`config.mk`:
```
export PLATFORM = sky130hd
export DESIGN_NAME = seg_display_scheduler
export DESIGN_NICKNAME = d
export VERILOG_FILES = /design/src/rtl/seg_disp_pkg.sv /design/src/rtl/bin2bcd_seq.sv /design/src/rtl/seg_display_scheduler.sv
export SDC_FILE = /design/constraint.sdc
export NUM_CORES = 1
export LEC_CHECK = 0
export CAP_MARGIN = 40
export CORE_UTILIZATION = 57
export DETAILED_ROUTE_END_ITERATION = 16
export PLACE_DENSITY = 0.94
export SYNTH_ARGS = -nofsm -noshare
export SYNTH_HDL_FRONTEND = slang
export SYNTH_SLANG_ARGS = --single-unit
```
`constraint.sdc`:
```
create_clock -name clock_100Mhz -period 5.7 [get_ports clock_100Mhz]
set_input_delay 0.57 -clock clock_100Mhz [delete_from_list [all_inputs] [get_ports clock_100Mhz]]
set_output_delay 0.57 -clock clock_100Mhz [all_outputs]
set_load 0.02 [all_outputs]
```
`src/rtl/seg_disp_pkg.sv`:
```
// Shared types, constants and BCD helpers for the seven-segment display scheduler.
package seg_disp_pkg;

  typedef enum logic [1:0] {
    IDLE    = 2'd0,
    SELECT  = 2'd1,
    CONVERT = 2'd2,
    HOLD    = 2'd3
  } state_t;

  localparam int         BCD_W       = 16;
  localparam int         MAX_VALUE   = 9999;
  localparam logic [3:0] BLANK_ALL   = 4'b1111;
  localparam int         CONV_CYCLES = 14;

  // Double-dabble adjust step: every digit >= 5 gets +3 before the shift.
  function automatic logic [15:0] bcd_add3(input logic [15:0] bcd);
    logic [15:0] res;
    res = 16'h0000;
    for (int d = 0; d < 4; d++) begin
      res[d*4 +: 4] = (bcd[d*4 +: 4] >= 4'd5) ? (bcd[d*4 +: 4] + 4'd3) : bcd[d*4 +: 4];
    end
    return res;
  endfunction

  function automatic logic [3:0] lz_blank(input logic [15:0] bcd);
    logic [3:0] blank;
    blank[3] = (bcd[15:12] == 4'd0);
    blank[2] = blank[3] && (bcd[11:8] == 4'd0);
    blank[1] = blank[2] && (bcd[7:4] == 4'd0);
    blank[0] = 1'b0;
    return blank;
  endfunction

endpackage

```
`src/rtl/bin2bcd_seq.sv`:
```
// Iterative double-dabble converter: one shift-add-3 step per cycle, done pulses
// CONV_CYCLES cycles after start. Input must already be saturated to MAX_VALUE.
module bin2bcd_seq
  import seg_disp_pkg::*;
#(
  parameter int VALUE_W = 14
) (
  input  logic               clk_i,
  input  logic               rst_ni,
  input  logic               start_i,
  input  logic [VALUE_W-1:0] value_i,
  output logic               done_o,
  output logic [BCD_W-1:0]   bcd_o
);

  localparam int CW = $clog2(CONV_CYCLES);

  logic [CONV_CYCLES-1:0] bin_q;
  logic [BCD_W-1:0]       bcd_q;
  logic [BCD_W-1:0]       adj_s;
  logic [CW-1:0]          cnt_q;
  logic                   run_q;
  logic                   done_q;

  assign adj_s = bcd_add3(bcd_q);

  always_ff @(posedge clk_i or negedge rst_ni) begin
    if (!rst_ni) begin
      bin_q  <= '0;
      bcd_q  <= '0;
      cnt_q  <= '0;
      run_q  <= 1'b0;
      done_q <= 1'b0;
    end else if (start_i) begin
      bin_q  <= value_i[CONV_CYCLES-1:0];
      bcd_q  <= '0;
      cnt_q  <= '0;
      run_q  <= 1'b1;
      done_q <= 1'b0;
    end else if (run_q) begin
      bcd_q <= {adj_s[BCD_W-2:0], bin_q[CONV_CYCLES-1]};
      bin_q <= {bin_q[CONV_CYCLES-2:0], 1'b0};
      cnt_q <= cnt_q + CW'(1);
      if (cnt_q == CW'(CONV_CYCLES - 1)) begin
        run_q  <= 1'b0;
        done_q <= 1'b1;
      end
    end else begin
      done_q <= 1'b0;
    end
  end

  assign done_o = done_q;
  assign bcd_o  = bcd_q;

endmodule

```
`src/rtl/seg_display_scheduler.sv`:
```
// Round-robin scheduler sharing a 4-digit seven-segment display among NUM_SRC requesters,
// src 0 preempts. Optional macro LEADING_ZERO_BLANK_EN blanks leading zero digits.
module seg_display_scheduler
  import seg_disp_pkg::*;
#(
  parameter int NUM_SRC      = 3,
  parameter int DWELL_CYCLES = 200_000_000,
  parameter int VALUE_W      = 14
) (
  input  logic                       clock_100Mhz,
  input  logic                       reset_n,
  input  logic [NUM_SRC-1:0]         src_req,
  input  logic [NUM_SRC*VALUE_W-1:0] src_value,
  output logic [NUM_SRC-1:0]         src_grant,
  output logic [BCD_W-1:0]           disp_bcd,
  output logic [3:0]                 disp_blank,
  output logic                       disp_update,
  output logic                       busy
);

  localparam int             PW         = $clog2(NUM_SRC);
  localparam int             DW         = (DWELL_CYCLES > 1) ? $clog2(DWELL_CYCLES) : 1;
  localparam logic [DW-1:0]  DWELL_LAST = DW'(DWELL_CYCLES - 1);

  state_t               state_q;
  logic [PW-1:0]        rr_ptr_q;
  logic [DW-1:0]        dwell_q;
  logic [DW-1:0]        dwell_d;
  logic [NUM_SRC-1:0]   grant_q;
  logic [NUM_SRC-1:0]   sel_oh_q;
  logic [BCD_W-1:0]     bcd_q;
  logic [3:0]           blank_q;
  logic                 update_q;
  logic                 busy_q;
  logic                 req0_prev_q;

  logic                 win_valid_s;
  logic [PW-1:0]        win_idx_s;
  logic [NUM_SRC-1:0]   win_oh_s;
  logic [VALUE_W-1:0]   win_val_s;
  logic [VALUE_W-1:0]   sat_val_s;
  logic                 conv_start_s;
  logic                 conv_done_s;
  logic [BCD_W-1:0]     conv_bcd_s;
  logic [3:0]           commit_blank_s;
  logic                 preempt_s;
  logic                 drop_s;
  logic                 others_s;

  // Circular search starting after the pointer: the second loop (sources above the
  // pointer) overrides the first, and descending order leaves the lowest index.
  always_comb begin
    win_valid_s = 1'b0;
    win_idx_s   = '0;
    win_val_s   = '0;
    for (int j = NUM_SRC - 1; j >= 0; j--) begin
      win_idx_s   = (src_req[j] && (j <= int'(rr_ptr_q))) ? PW'(j) : win_idx_s;
      win_valid_s = win_valid_s | (src_req[j] && (j <= int'(rr_ptr_q)));
    end
    for (int j = NUM_SRC - 1; j >= 0; j--) begin
      win_idx_s   = (src_req[j] && (j > int'(rr_ptr_q))) ? PW'(j) : win_idx_s;
      win_valid_s = win_valid_s | (src_req[j] && (j > int'(rr_ptr_q)));
    end
    for (int j = 0; j < NUM_SRC; j++) begin
      win_val_s = (PW'(j) == win_idx_s) ? src_value[j*VALUE_W +: VALUE_W] : win_val_s;
    end
    win_oh_s = win_valid_s ? (NUM_SRC'(1) << win_idx_s) : '0;
  end

  assign sat_val_s    = (win_val_s > VALUE_W'(MAX_VALUE)) ? VALUE_W'(MAX_VALUE) : win_val_s;
  assign conv_start_s = (state_q == SELECT) && win_valid_s;
  assign dwell_d      = (dwell_q == DWELL_LAST) ? dwell_q : (dwell_q + DW'(1));

  // Source 0 only preempts on a fresh rise, not on a level it already held.
  assign preempt_s = src_req[0] && !req0_prev_q && !grant_q[0];
  assign drop_s    = ~|(src_req & grant_q);
  assign others_s  = |(src_req & ~grant_q);

`ifdef LEADING_ZERO_BLANK_EN
  assign commit_blank_s = lz_blank(conv_bcd_s);
`else
  assign commit_blank_s = 4'b0000;
`endif

  bin2bcd_seq #(
    .VALUE_W (VALUE_W)
  ) u_bin2bcd (
    .clk_i   (clock_100Mhz),
    .rst_ni  (reset_n),
    .start_i (conv_start_s),
    .value_i (sat_val_s),
    .done_o  (conv_done_s),
    .bcd_o   (conv_bcd_s)
  );

  // Scheduler FSM with registered display outputs.
  always_ff @(posedge clock_100Mhz or negedge reset_n) begin
    if (!reset_n) begin
      state_q     <= IDLE;
      rr_ptr_q    <= PW'(NUM_SRC - 1);
      dwell_q     <= '0;
      grant_q     <= '0;
      sel_oh_q    <= '0;
      bcd_q       <= '0;
      blank_q     <= BLANK_ALL;
      update_q    <= 1'b0;
      busy_q      <= 1'b0;
      req0_prev_q <= 1'b0;
    end else begin
      update_q <= 1'b0;
      if ((state_q == IDLE) || (state_q == HOLD)) begin
        req0_prev_q <= src_req[0];
      end
      case (state_q)
        IDLE: begin
          if (|src_req) begin
            state_q <= SELECT;
            busy_q  <= 1'b1;
          end
        end
        SELECT: begin
          if (win_valid_s) begin
            rr_ptr_q <= win_idx_s;
            sel_oh_q <= win_oh_s;
            state_q  <= CONVERT;
          end else begin
            state_q <= IDLE;
            busy_q  <= 1'b0;
            grant_q <= '0;
            blank_q <= BLANK_ALL;
          end
        end
        CONVERT: begin
          if (conv_done_s) begin
            state_q  <= HOLD;
            busy_q   <= 1'b0;
            grant_q  <= sel_oh_q;
            bcd_q    <= conv_bcd_s;
            blank_q  <= commit_blank_s;
            update_q <= 1'b1;
            dwell_q  <= '0;
          end
        end
        HOLD: begin
          if (preempt_s) begin
            rr_ptr_q <= PW'(NUM_SRC - 1);
            state_q  <= SELECT;
            busy_q   <= 1'b1;
          end else if (drop_s) begin
            if (others_s) begin
              state_q <= SELECT;
              busy_q  <= 1'b1;
            end else begin
              state_q <= IDLE;
              grant_q <= '0;
              blank_q <= BLANK_ALL;
            end
          end else if (dwell_q == DWELL_LAST) begin
            state_q <= SELECT;
            busy_q  <= 1'b1;
          end else begin
            dwell_q <= dwell_d;
          end
        end
        default: begin
          state_q <= IDLE;
          busy_q  <= 1'b0;
        end
      endcase
    end
  end

  assign src_grant   = grant_q;
  assign disp_bcd    = bcd_q;
  assign disp_blank  = blank_q;
  assign disp_update = update_q;
  assign busy        = busy_q;

endmodule

```
==> qor.yml, run 1 <==
clock_network:
  clk_pin_slew_worst_paths_ns: 0.09
  insertion_delay_ns: 0.37
  cts_sinks: 94
  hold_buffers: 0
  cts_root_buf: "clkbuf_8"
  cts_buffer_depth: 2
  post_cts.repair.setup_buffers: 0
  tritoncts: "yes"
  cts-htree-levels: 3
  cts_buffers: 9
  cts_resized: 0
synth:
  syn_inst: 547
  yosys.area_share.simple: 0.174
  synth_xor_area_frac: 0.0251
  yosysSeqAreaShare: 0.450
  syn_area_um2: 5230
  synth_flop_cell: "dfrtp_1"
  muxShareOfSynthArea: 0.0755
  yosysWarnings: 0
  syn_area_per_cell_um2: 9.57
  async_flop_share: 1.00
  synthAdderAreaFrac: 0.0359
  synth_compound_area_frac: 0.192
  synth_cell_type_count: 60
  synth_edf_count: 0
  ys_ff_latch: 94
  synth_top_family_by_area: "compound AO/OA/AOI/OAI gates"
  syn-num-nets: 609
layout:
  final_common_cell: "dfrtp_1"
  final_cell_mix: "92 x dfrtp_1, 70 x clkdlybuf4s50_1, 55 x nand2_1"
  areaGrowthSynthToFinish_pct: 17.7
  seqCellArea_um2: 2350
  multiInputGateArea_um2: 2630
  n_fill_cell: 608
  diodes: 0
  nets: 664
  drive_gt1_frac: 0.0726
drt:
  vias_per_cell: 6.20
  routed_wl_mm: 12.0
  drtIter0Drc: 291
  route.detailed.drc: 2
  ant_nets: 0
  firstDrtPassIters: 11
  vias: 4428
  avgRoutedWirePerCell_um: 16.7
sta:
  finalSetupViolCount: 0
  drv_slew: 0
  max_freq_mhz: 336
  layout_setup_ws_ns: 2.73
  hold_violations: 0
  finalCritPeriodShare: 0.522
  worst_pin_slew_ns: 0.805
  slew_headroom: 0.462
  finalSetupTns_ns: 0
  skew_ns: 0.0116
  min_period_ns: 2.97
  rsz0062_at_grt: "no"
grt:
  track_usage: 0.259
  first_global_vias: 4362
  grt_max_degree: 62
  antenna_found_initial: 0
  grt_overflow: 0
  grt_pass1_wl_mm: 20.2
setup_path:
  worst-path-max-fanout: 20
  cp.arrival_ns: 3.26
  r2r_start: "state_q[0]$_DFFE_PN0P_"
  cp-startpoint: "state_q[0]$_DFFE_PN0P_"
  slowest_delay_ns: 0.58
  startpoint_type: "flip-flop"
  critPathKind: "reg2reg"
  crit_buf_inv: 1
  critPathSlowestCell: "ha_1"
  crit_family: "compound AO/OA/AOI/OAI gates"
  rrSetupSlack_ns: 2.73
  crit_chain: "ha_1 > inv_2 > a211o_1 > a21oi_4 > o21ai_2 > or4_1 > a21oi_1"
  critPathRequiredTime_ns: 5.99
  endpoint_kind: "flip-flop"
floorplan:
  rows: 34
  core_um2: 8810
  die_y_um: 97.8
  die_w_um: 97.8
  dieArea_um2: 9570
  start_util: 0.594
  ios: 72
placed_design:
  dpl.hpwl_mm: 8.61
  place_congestion: 0.863
  detailedPlace.worstSlack_ns: 2.63
  portBuffers: 71
run_status:
  violations: "DRC"
  status: "finished, violations left"
flow_run:
  maxCapViolations: 0
power:
  powerDensity_nw_per_um2: 401
  peakVddDrop_mv: 0.214
  p_leak_nw: 2.75
worst_hold_path:
  min_path_type: "in2async"
## final timing paths
kind                                            end  cells after the start
max                         dwell_q[17]$_DFFE_PN0P_                      7
min                        disp_bcd[11]$_DFFE_PN0P_                      1
max reg2reg                 dwell_q[17]$_DFFE_PN0P_                      7
min reg2reg                 sel_oh_q[2]$_DFFE_PN0P_                      2
max in group asynchronous   dwell_q[18]$_DFFE_PN0P_                      2
min in group clock_100Mhz   sel_oh_q[2]$_DFFE_PN0P_                      2
## per-layer routing
layer,track usage,vias up,wire [um]
li1,-,2091,-
met1,0.320,2161,4940
met2,0.450,146,6180
met3,0.0458,30,587
met4,0.106,0,248
met5,0,-,0
## flip-flops by register name (all words and copies together), names as in the netlist, 2 cells and up, named ones only
signal / cells
u_bin2bcd.bin_q: 14
src_grant: 3
disp_bcd: 16
sel_oh_q: 3
rr_ptr_q: 2
u_bin2bcd.cnt_q: 4
dwell_q: 28
u_bin2bcd.bcd_o: 16
## report_power, final
group | internal (mW) | switching (mW) | leakage, nW | total (mW)
logic | 0.426 | 0.574 | 1.41 | 0.999
clock network | 0.247 | 0.238 | 0.107 | 0.485
registers | 0.835 | 0.150 | 1.24 | 0.985
total | 1.51 | 0.962 | 2.75 | 2.47
## cells by family after synthesis
kind of cell / after synthesis
AOI/OAI and AO/OA: 153
muxes: 38
xor gates and xnor gates: 15
adders and majority gates: 15
buffers and inverters: 55
and+or+nand+nor: 177
DFF: 94
## synth_stat cells, types with 12 or more instances
library cell	instances	share of area
a21oi_1	25	0.024
mux2_2	12	0.026
nor2_1	38	0.027
nand3_1	16	0.015
o22ai_1	12	0.014
mux2i_1	26	0.050
o31ai_1	12	0.017
nand2_1	55	0.039
ha_1	15	0.036
inv_1	24	0.017
dfrtp_1	92	0.44
clkbuf_1	18	0.013
o21ai_0	54	0.052
## worst register-to-register path: cells and delay by family, from the launching register on
| family | cells | cell delay [ns] |
|---|---|---|
| adders and majority gates | 1 | 0.58 |
| and+or+nand+nor | 1 | 0.53 |
| AOI/OAI and AO/OA | 4 | 1.11 |
| buffers and inverters | 1 | 0.27 |
| DFF | 1 | 0.40 |
## cell type report
cell class | count | area share
clock buffer | 10 | 0.0207
clock inverter | 5 | 0.0134
inverter | 25 | 0.0152
multi-input combinational | 398 | 0.427
sequential | 94 | 0.382
tap | 108 | 0.0219
timing repair buffer | 74 | 0.120
## through the flow
step	std cells	instance area, um2	power (mW)	hold slack [ns]	utilization
after floorplan	547	5230	1.70	0.274	-
after global placement	698	5930	1.89	0.465	0.674
after detailed placement	699	5950	1.97	0.473	0.676
after CTS	714	6160	2.47	0.134	0.699
after global routing	714	6160	2.63	0.153	0.699
final	714	6160	2.47	0.133	0.699
(Power assumes the default switching activity.)
==> run 2, diff against run 1 <==
--- a/config.mk
+++ b/config.mk
@@ -6,9 +6,9 @@
 export NUM_CORES = 1
 export LEC_CHECK = 0
 export CAP_MARGIN = 40
-export CORE_UTILIZATION = 57
+export CORE_UTILIZATION = 50
 export DETAILED_ROUTE_END_ITERATION = 16
-export PLACE_DENSITY = 0.94
+export PLACE_DENSITY = 0.88
 export SYNTH_ARGS = -nofsm -noshare
 export SYNTH_HDL_FRONTEND = slang
 export SYNTH_SLANG_ARGS = --single-unit
==> constraint.sdc (replaced) <==
create_clock -name clock_100Mhz -period 2.7 [get_ports clock_100Mhz]
set_input_delay 0.27 -clock clock_100Mhz [delete_from_list [all_inputs] [get_ports clock_100Mhz]]
set_output_delay 0.27 -clock clock_100Mhz [all_outputs]
set_load 0.02 [all_outputs]
==> qor.yml, run 2 (synthesized netlist as in run 1, its figures left out) <==
layout:
  top_register: "dwell_q"
  final_cell_area_um2: 6270
  drive_gt1_frac: 0.0918
  nets: 678
  diodes: 0
  final_common_cell: "dfrtp_1"
  areaGrowthSynthToFinish_pct: 19.8
  largest_reg_flops: 28
  final_cell_mix: "92 x dfrtp_1, 70 x clkdlybuf4s50_1, 55 x nand2_1"
setup_path:
  worst-path-max-fanout: 14
  r2r-end: "dwell_q[12]$_DFFE_PN0P_"
  reg2reg_depth: 7
  critPathKind: "reg2reg"
  startpoint_type: "flip-flop"
  crit_chain: "or4_4 > nor4_4 > nand4_4 > o21ai_2 > buf_4 > o21ai_0 > o41ai_1"
  critPathSlowestCell: "or4_4"
  rrSetupSlack_ns: 0.19
  cp.arrival_ns: 2.77
  r2r_start: "dwell_q[20]$_DFFE_PN0P_"
  crit_buf_inv: 1
  critPathRequiredTime_ns: 2.96
  slowest_delay_ns: 0.56
  crit_family: "simple AND/OR/NAND/NOR gates"
  endpoint_kind: "flip-flop"
clock_network:
  cts_root_buf: "clkbuf_8"
  cts_resized: 0
  cts_sinks: 94
  cts_buffer_depth: 2
  tritoncts: "yes"
  hold_buffers: 1
  cts-htree-levels: 3
  insertion_delay_ns: 0.37
  clk_pin_slew_worst_paths_ns: 0.09
  cts_buffers: 9
  post_cts.repair.setup_buffers: 0
placed_design:
  detailedPlace.worstSlack_ns: -0.0288
  dpl.hpwl_mm: 8.52
  place_congestion: 0.887
  dpl_cell_area_um2: 6080
  portBuffers: 71
drt:
  routed_wl_mm: 11.9
  ant_nets: 0
  drtIter0Drc: 273
  avgRoutedWirePerCell_um: 15.8
  vias_per_cell: 5.92
  vias: 4461
  route.detailed.drc: 0
  firstDrtPassIters: 5
sta:
  drv_slew: 0
  slew_headroom: 0.458
  hold_violations: 0
  finalSetupViolCount: 0
  rsz0062_at_grt: "no"
  layout_setup_ws_ns: 0.189
  min_period_ns: 2.51
  finalCritPeriodShare: 0.930
  max_freq_mhz: 398
  finalSetupTns_ns: 0
  worst_pin_slew_ns: 0.813
  skew_ns: 0.00748
grt:
  grt_pass1_wl_mm: 20.8
  grt_overflow: 0
  antenna_found_initial: 0
  grt_max_degree: 54
  first_global_vias: 4388
  track_usage: 0.232
floorplan:
  die_w_um: 104
  rows: 36
  ios: 72
  die_y_um: 104
  core_um2: 9950
  start_util: 0.526
  dieArea_um2: 10900
power:
  peakVddDrop_mv: 0.457
  fin_total_pwr_mw: 5.12
  powerDensity_nw_per_um2: 817
  p_leak_nw: 2.80
flow_run:
  maxCapViolations: 0
worst_hold_path:
  min_path_type: "in2async"
run_status:
  status: "finished clean"
-- run 2: cell types whose count changed in the layout (fill, tap and decap cells not counted), sizes merged --
cell and delta:
clkbuf +2, clkinv -2, clkinvlp +3, dlygate4sd3 +1, bufinv -2, buf +13
-- run 2: worst register-to-register path, cell delays in order (launching register included) --
cell,delay [ns]
dfrtp_1,0.42
or4_4,0.56
nor4_4,0.37
nand4_4,0.25
o21ai_2,0.34
buf_4,0.26
o21ai_0,0.12
o41ai_1,0.08
-- run 2: worst max path at each step --
| stage | from | endpoint | slack, ns | cells past startpoint |
|---|---|---|---|---|
| finish | dwell_q[20]$_DFFE_PN0P_ | dwell_q[12]$_DFFE_PN0P_ | 0.19 | 7 |
| global route | dwell_q[20]$_DFFE_PN0P_ | dwell_q[13]$_DFFE_PN0P_ | 0.02 | 7 |
| CTS | dwell_q[20]$_DFFE_PN0P_ | dwell_q[12]$_DFFE_PN0P_ | 0.25 | 7 |
| detailed placement | src_req[0] | u_bin2bcd.bin_q[4]$_DFFE_PN0P_ | -0.03 | 7 |
| global placement | src_req[0] | u_bin2bcd.bin_q[6]$_DFFE_PN0P_ | 0.25 | 7 |
| floorplan | state_q[0]$_DFFE_PN0P_ | dwell_q[17]$_DFFE_PN0P_ | 0.57 | 8 |
-- run 2: per-layer routing --
metal / vias to the layer above / share of wire / track usage
met3: 17 / 0.047 / 0.0476
met5: - / 0 / 0
li1: 2122 / - / -
met1: 2188 / 0.43 / 0.293
met4: 0 / 0.0085 / 0.0480
met2: 134 / 0.52 / 0.407
-- run 2: area by class of cell --
cell class	instances	area, um2
fillers	755	3680
multi-input cells	398	2630
flip-flops and latches	94	2350
repair buffers	88	851
well taps	133	166
clock buffers	12	145
inverters	25	93.8
clock inverters	4	31.3
-- run 2: where the power goes --
part | switching, mW | total [mW] | internal [mW]
Combinational | 1.21 | 2.17 | 0.958
Sequential | 0.319 | 2.08 | 1.76
Clock | 0.510 | 0.874 | 0.364
-- run 2: per-stage QoR --
step,hold WS (ns),cells,util
4_1_cts,0.481,754,0.630
3_5_place_dp,0.346,737,0.611
2_1_floorplan,-0.0256,547,-
3_3_place_gp,0.341,737,0.611
6_report,0.481,754,0.630
5_1_grt,0.505,754,0.630
